--- config.mk ---
export PLATFORM = sky130hd
export DESIGN_NAME = muldiv_hilo
export DESIGN_NICKNAME = d
export VERILOG_FILES = /design/src/rtl/muldiv_pkg.sv /design/src/rtl/div_iter.sv /design/src/rtl/muldiv_hilo.sv
export SDC_FILE = /design/constraint.sdc
export NUM_CORES = 2
export LEC_CHECK = 0
export CAP_MARGIN = 30
export CORE_ASPECT_RATIO = 0.6
export CORE_MARGIN = 2
export CORE_UTILIZATION = 46
export DETAILED_ROUTE_END_ITERATION = 10
export RECOVER_POWER = 50
export SYNTH_ARGS = -nofsm -noshare
export SYNTH_HDL_FRONTEND = slang
export SYNTH_SLANG_ARGS = --single-unit
--- constraint.sdc ---
create_clock -name clk -period 13.9 [get_ports clk]
set_clock_uncertainty 0.05 [all_clocks]
set_input_delay 2.78 -clock clk [delete_from_list [all_inputs] [get_ports clk]]
set_output_delay 2.78 -clock clk [all_outputs]
set_load 0.005 [all_outputs]
--- src/rtl/muldiv_pkg.sv ---
// muldiv_pkg: shared definitions for the HI/LO multiply/divide unit.
//   - md_op_e     : operation encodings carried on the 2-bit op input
//   - md_state_e  : FSM state encoding (IDLE / BUSY)
//   - md_cnt_width: iteration down-counter width for a given operand width
package muldiv_pkg;

  typedef enum logic [1:0] {
    MD_MULT  = 2'd0,
    MD_MULTU = 2'd1,
    MD_DIV   = 2'd2,
    MD_DIVU  = 2'd3
  } md_op_e;

  typedef enum logic {
    MD_IDLE = 1'b0,
    MD_BUSY = 1'b1
  } md_state_e;

  // Counter must hold WIDTH-1 and count down to zero.
  function automatic int md_cnt_width(input int w);
    return $clog2(w + 1);
  endfunction

endpackage

--- src/rtl/div_iter.sv ---
// div_iter: restoring radix-2 divider core working on unsigned magnitudes.
// One quotient bit is produced per step, MSB first.
//   clk, rst        : clock, synchronous active-low reset
//   load_i          : capture dividend/divisor and clear the partial remainder
//   step_i          : perform one restoring step
//   dividend_i      : dividend magnitude
//   divisor_i       : divisor magnitude
//   quo_next_o      : quotient after the step about to be taken
//   rem_next_o      : remainder after the step about to be taken
// The "next" outputs let the owner commit on the same edge as the final step.
module div_iter #(
  parameter int WIDTH = 32
) (
  input  logic             clk,
  input  logic             rst,
  input  logic             load_i,
  input  logic             step_i,
  input  logic [WIDTH-1:0] dividend_i,
  input  logic [WIDTH-1:0] divisor_i,
  output logic [WIDTH-1:0] quo_next_o,
  output logic [WIDTH-1:0] rem_next_o
);

  logic [WIDTH-1:0] rem_q, quo_q, dvs_q;
  logic [WIDTH-1:0] rem_d, quo_d;
  logic [WIDTH:0]   shifted;
  logic [WIDTH:0]   trial;

  // Shift the next dividend bit into the partial remainder and try a
  // subtraction; a set top bit of the trial means the subtraction went
  // negative and the old remainder is kept (restored).
  always_comb begin
    shifted = {rem_q, quo_q[WIDTH-1]};
    trial   = shifted - {1'b0, dvs_q};
    if (!trial[WIDTH]) begin
      rem_d = trial[WIDTH-1:0];
      quo_d = {quo_q[WIDTH-2:0], 1'b1};
    end else begin
      rem_d = shifted[WIDTH-1:0];
      quo_d = {quo_q[WIDTH-2:0], 1'b0};
    end
  end

  always_ff @(posedge clk) begin
    if (!rst) begin
      rem_q <= '0;
      quo_q <= '0;
      dvs_q <= '0;
    end else if (load_i) begin
      rem_q <= '0;
      quo_q <= dividend_i;
      dvs_q <= divisor_i;
    end else if (step_i) begin
      rem_q <= rem_d;
      quo_q <= quo_d;
    end
  end

  assign quo_next_o = quo_d;
  assign rem_next_o = rem_d;

endmodule

--- src/rtl/muldiv_hilo.sv ---
// muldiv_hilo: multi-cycle multiply/divide unit owning the HI/LO pair.
//   clk, rst   : clock, synchronous active-low reset
//   start, op  : launch MULT/MULTU/DIV/DIVU (sampled only in IDLE)
//   a, b       : rs / rt operands, sampled with start
//   hi_we/lo_we, wdata : MTHI / MTLO writes (IDLE, no start)
//   cancel     : M-stage exception, aborts pending or requested operation
//   stall      : combinational hold request for the E stage
//   done       : one-cycle pulse after HI/LO commit
//   hi, lo     : registered HI/LO
// Handshake: an operation is accepted when start=1 and cancel=0 in IDLE;
// its result is committed and done pulses exactly once per accepted
// operation unless cancel or reset intervenes first.
// Signed operations run on magnitudes; signs are applied at commit.
module muldiv_hilo
  import muldiv_pkg::*;
#(
  parameter int WIDTH    = 32,
  parameter int MUL_ITER = 0
) (
  input  logic             clk,
  input  logic             rst,
  input  logic             start,
  input  logic [1:0]       op,
  input  logic [WIDTH-1:0] a,
  input  logic [WIDTH-1:0] b,
  input  logic             hi_we,
  input  logic             lo_we,
  input  logic [WIDTH-1:0] wdata,
  input  logic             cancel,
  output logic             stall,
  output logic             done,
  output logic [WIDTH-1:0] hi,
  output logic [WIDTH-1:0] lo
);

  localparam int             CW       = md_cnt_width(WIDTH);
  localparam logic [CW-1:0]  CNT_LAST = CW'(WIDTH - 1);

  md_state_e        state_q;
  logic [CW-1:0]    cnt_q;
  logic [WIDTH-1:0] hi_q, lo_q;
  logic             done_q;
  logic             div_q;       // latched op is a divide
  logic             neg_quo_q;   // negate product / quotient at commit
  logic             neg_rem_q;   // negate remainder at commit
  logic             b_zero_q;    // divide by zero
  logic [WIDTH-1:0] a_q;         // raw dividend, returned in HI on /0
  logic [WIDTH-1:0] mcand_q;     // multiplicand magnitude
  logic [2*WIDTH-1:0] mul_acc_q; // {partial product, remaining multiplier}

  // Input decode
  logic             op_signed, op_div, iter_op, accept;
  logic             neg_a_in, neg_b_in;
  logic [WIDTH-1:0] mag_a_in, mag_b_in;
  logic [2*WIDTH-1:0] prod_1c, prod_1c_fix;

  assign op_signed = (op == MD_MULT) || (op == MD_DIV);
  assign op_div    = (op == MD_DIV)  || (op == MD_DIVU);
  assign iter_op   = op_div || (MUL_ITER != 0);
  assign neg_a_in  = op_signed & a[WIDTH-1];
  assign neg_b_in  = op_signed & b[WIDTH-1];
  // The most-negative value maps onto itself, which read as unsigned is
  // exactly its magnitude.
  assign mag_a_in  = neg_a_in ? -a : a;
  assign mag_b_in  = neg_b_in ? -b : b;
  assign accept    = (state_q == MD_IDLE) & start & ~cancel;

  assign stall = ((state_q == MD_IDLE) & start & ~cancel & iter_op) |
                 ((state_q == MD_BUSY) & ~cancel);

  // Single-cycle multiply path
  assign prod_1c     = {{WIDTH{1'b0}}, mag_a_in} * {{WIDTH{1'b0}}, mag_b_in};
  assign prod_1c_fix = (neg_a_in ^ neg_b_in) ? -prod_1c : prod_1c;

  // Iterative shift-add multiply step: add the multiplicand into the upper
  // half when the current multiplier LSB is set, then shift right.
  logic [WIDTH:0]     mul_sum;
  logic [2*WIDTH-1:0] mul_acc_d;
  assign mul_sum   = {1'b0, mul_acc_q[2*WIDTH-1:WIDTH]} +
                     (mul_acc_q[0] ? {1'b0, mcand_q} : '0);
  assign mul_acc_d = {mul_sum, mul_acc_q[WIDTH-1:1]};

  // Divider core
  logic             busy_step;
  logic [WIDTH-1:0] div_quo_d, div_rem_d;
  assign busy_step = (state_q == MD_BUSY) & ~cancel;

  div_iter #(.WIDTH(WIDTH)) u_div (
    .clk        (clk),
    .rst        (rst),
    .load_i     (accept & op_div),
    .step_i     (busy_step & div_q),
    .dividend_i (mag_a_in),
    .divisor_i  (mag_b_in),
    .quo_next_o (div_quo_d),
    .rem_next_o (div_rem_d)
  );

  // Result presented at the final BUSY edge, with sign fix-up.
  logic [WIDTH-1:0] hi_res_d, lo_res_d;
  always_comb begin
    hi_res_d = '0;
    lo_res_d = '0;
    if (div_q) begin
      if (b_zero_q) begin
        hi_res_d = a_q;
        lo_res_d = '1;
      end else begin
        lo_res_d = neg_quo_q ? -div_quo_d : div_quo_d;
        hi_res_d = neg_rem_q ? -div_rem_d : div_rem_d;
      end
    end else begin
      {hi_res_d, lo_res_d} = neg_quo_q ? -mul_acc_d : mul_acc_d;
    end
  end

  always_ff @(posedge clk) begin
    if (!rst) begin
      state_q   <= MD_IDLE;
      cnt_q     <= '0;
      hi_q      <= '0;
      lo_q      <= '0;
      done_q    <= 1'b0;
      div_q     <= 1'b0;
      neg_quo_q <= 1'b0;
      neg_rem_q <= 1'b0;
      b_zero_q  <= 1'b0;
      a_q       <= '0;
      mcand_q   <= '0;
      mul_acc_q <= '0;
    end else begin
      done_q <= 1'b0;
      case (state_q)
        MD_IDLE: begin
          if (cancel) begin
            // Requested operation and any MTHI/MTLO are dropped.
          end else if (start) begin
            div_q     <= op_div;
            neg_quo_q <= neg_a_in ^ neg_b_in;
            neg_rem_q <= neg_a_in;
            b_zero_q  <= (b == '0);
            a_q       <= a;
            mcand_q   <= mag_a_in;
            mul_acc_q <= {{WIDTH{1'b0}}, mag_b_in};
            if (iter_op) begin
              state_q <= MD_BUSY;
              cnt_q   <= CNT_LAST;
            end else begin
              {hi_q, lo_q} <= prod_1c_fix;
              done_q       <= 1'b1;
            end
          end else begin
            if (hi_we) hi_q <= wdata;
            if (lo_we) lo_q <= wdata;
          end
        end
        MD_BUSY: begin
          if (cancel) begin
            state_q <= MD_IDLE;
            cnt_q   <= '0;
          end else begin
            mul_acc_q <= mul_acc_d;
            if (cnt_q == '0) begin
              hi_q    <= hi_res_d;
              lo_q    <= lo_res_d;
              done_q  <= 1'b1;
              state_q <= MD_IDLE;
            end else begin
              cnt_q <= cnt_q - CW'(1);
            end
          end
        end
        default: state_q <= MD_IDLE;
      endcase
    end
  end

  assign done = done_q;
  assign hi   = hi_q;
  assign lo   = lo_q;

endmodule

==> flow_summary.toml <==
[status]
status = "complete, but fails checks"
violations = "capacitance limit, slew limit"

[setup_path]
cp_top_family = "adder cells"
worstPathArrival_ps = 13990
critPathMaxStageDelay_ps = 800
cp.required_ps = 14310
crit_top_cell = "fa_1"
crit_type = "in -> reg"
crit_fanout = 5
cp-start-kind = "primary input"
slowest_stage = "o311ai_0"
critPathBufInv = 8
end_kind = "flip-flop"

[synth]
synthXorXnorAreaFrac_pct = 5.30
syn_inst = 7119
synth_top_family_by_area = "adder cells"
synthMuxAreaShare_pct = 0.926
ys_warn_count = 0
ys_async_sr_fraction_pct = 0
synth_area_per_cell_um2 = 8.03
yosys_register_bits = 299
yosys.area_share.adder_pct = 38.8
synthFlopType = "dfxtp_1"
synth_fp_nets = 8456
synth_compound_area_share_pct = 16.6
synth_area_um2 = 57200
synth_edf_count = 0
synth-simple-area-share_pct = 18.8
ys_types = 110
ys_seq_area_share_pct = 10.5

[clock_network]
clk_pin_slew_worst_paths_ps = 70
htreeDepth = 1
clock_sinks = 299
cts_tree = "built"
holdBufCountCts = 0
cts_max_path_buffers = 3
clkLatencyLatePin_ps = 630
numCtsBuffers = 28
root_buffer = "clkbuf_16"

[global_routing]
antenna_found_initial = 19
grt_pass1_wl_mm = 385
overflow = 0
grt_max_degree = 118
grt_pass1_vias = 54967
track_usage_pct = 41.6

[timing]
fin_crit_ps = 13590
slew_headroom_pct = -170
finalHoldViolCount = 0
rsz0062_at_grt = "false"
finalMaxSlewViolations = 254
setup_viol = 0
fin_ws_ps = 314
fmax_mhz = 73.6
tightest_slew_ps = 4050
period_share_pct = 97.7

[finish]
fillers = 11759
drive_above_1_share_pct = 12.4
syn_to_final_growth_pct = 17.0
layout_commonest_cell = "inv_1"
final_cell_mix = "inv_1 (950), nand2_1 (940), fa_1 (898)"
nets = 8967

[floorplanning]
io_pins = 170
die_w_um = 459
die-area_um2 = 127000
fp-row-count = 100
core_area_um2 = 124000
die_y_um = 277
initial_core_util_pct = 46.2

[job]
drv_cap = 4

[routing]
routed_wl_mm = 266
vias = 57058
wire_per_inst_um = 28.6
first_pass_iters = 8
drc = 0
vias_per_cell = 6.14
first_iter_violations = 7647
ant_nets = 0

[place]
pre_cts_slack_ps = -241
numPortBuffers = 169
hpwlAfterDp_mm = 221
gp_congestion = 1.07

[hold_path]
hp-class = "reg -> reg"
-- logic make-up after synthesis --
logic type                 after synthesis
xor gates and xnor gates               345
and+or+nand+nor                       2430
muxes                                   52
adders and majority gates             1233
DFF                                    299
AOI/OAI and AO/OA                     1382
buffers and inverters                 1378
-- layer usage --
metal	global-route usage, %	up-vias	routed length (µm)
li1	-	24367	-
met1	62.3	28628	116000
met2	54.0	3644	99300
met3	17.2	403	41500
met4	10.6	16	8800
met5	0	-	85
-- final cells by class --
| type | count | area (µm²) | share of cell area [%] |
|---|---|---|---|
| Inverter | 954 | 3580 | 5.35 |
| Timing Repair Buffer | 905 | 7680 | 11.5 |
| Multi-Input combinational cell | 5442 | 46600 | 69.7 |
| Sequential cell | 299 | 5990 | 8.96 |
| Antenna cell | 10 | 25.0 | 0.0374 |
| Clock inverter | 14 | 140 | 0.209 |
| Tap cell | 1632 | 2040 | 3.05 |
| Clock buffer | 36 | 803 | 1.20 |
-- path summary, 6_finish.rpt --
check / start / endpoint / slack [ps] / cells past startpoint
worst min-delay path: u_div.dvs_q[25]$_SDFFE_PN0P_ / u_div.dvs_q[25]$_SDFFE_PN0P_ / 420 / 2
worst min register to register: u_div.dvs_q[25]$_SDFFE_PN0P_ / u_div.dvs_q[25]$_SDFFE_PN0P_ / 420 / 2
worst max register to register: u_div.quo_q[31]$_SDFFE_PN0P_ / lo[28]$_SDFFE_PN0P_ / 6230 / 22
worst max-delay path: b[6] / hi[21]$_SDFFE_PN0P_ / 310 / 34
-- flip-flops by register name, summed over array words and instances, names as in the netlist, 6 cells and up --
name	cells
mcand_q	31
u_div.quo_q	32
hi	32
a_q	32
cnt_q	6
lo	32
mul_acc_q	64
u_div.dvs_q	32
u_div.rem_q	32
-- worst min-delay path: cells and delay by family (launching register included) --
| kind | cells | cell delay (ps) |
|---|---|---|
| flip-flops | 1 | 310 |
| AO/OA/AOI/OAI | 1 | 60 |
| AND/OR/NAND/NOR | 1 | 40 |
-- what timing repair did --
item,4_1_cts,5_1_grt
setup buffers,0,3
gates resized for setup,0,8
setup endpoints to repair,0,22
-- stage by stage --
step | hold WS, ps | instance area, µm² | util (%) | cells | setup TNS, ps
after floorplan | 390 | 57200 | - | 7119 | 0
after global placement | 403 | 65800 | 53.3 | 9221 | -535
after detailed placement | 411 | 65900 | 53.3 | 9226 | -1450
after CTS | 420 | 66800 | 54.1 | 9276 | 0
after global routing | 442 | 66900 | 54.1 | 9283 | 0
final | 418 | 66900 | 54.1 | 9292 | 0
-- cell usage after synthesis (33+ instances only) --
cell type	number	area, µm²
o21a_1	34	255
xnor2_1	210	1840
or3_1	54	338
a21boi_0	78	586
nand4_1	57	357
fa_1	898	18000
o31ai_1	41	308
inv_1	950	3570
nor2_1	848	3180
a211oi_1	67	503
o211ai_1	69	518
mux2i_1	45	450
a21oi_1	271	1360
a22oi_1	64	480
ha_1	335	4190
and2_1	98	613
nor2b_1	53	332
dfxtp_1	299	5990
nor3_1	104	521
a221oi_1	39	342
nand2_1	941	3530
a31oi_1	59	369
clkbuf_1	369	1390
a21o_1	50	375
xor2_1	134	1170
nand3_1	67	335
nand2b_1	33	206
o21ai_0	279	1400
o211a_1	76	761
nor4_1	44	275
Power is not shown: default switching activity piles up to over one toggle a cycle in this logic, so the estimate is an artifact.
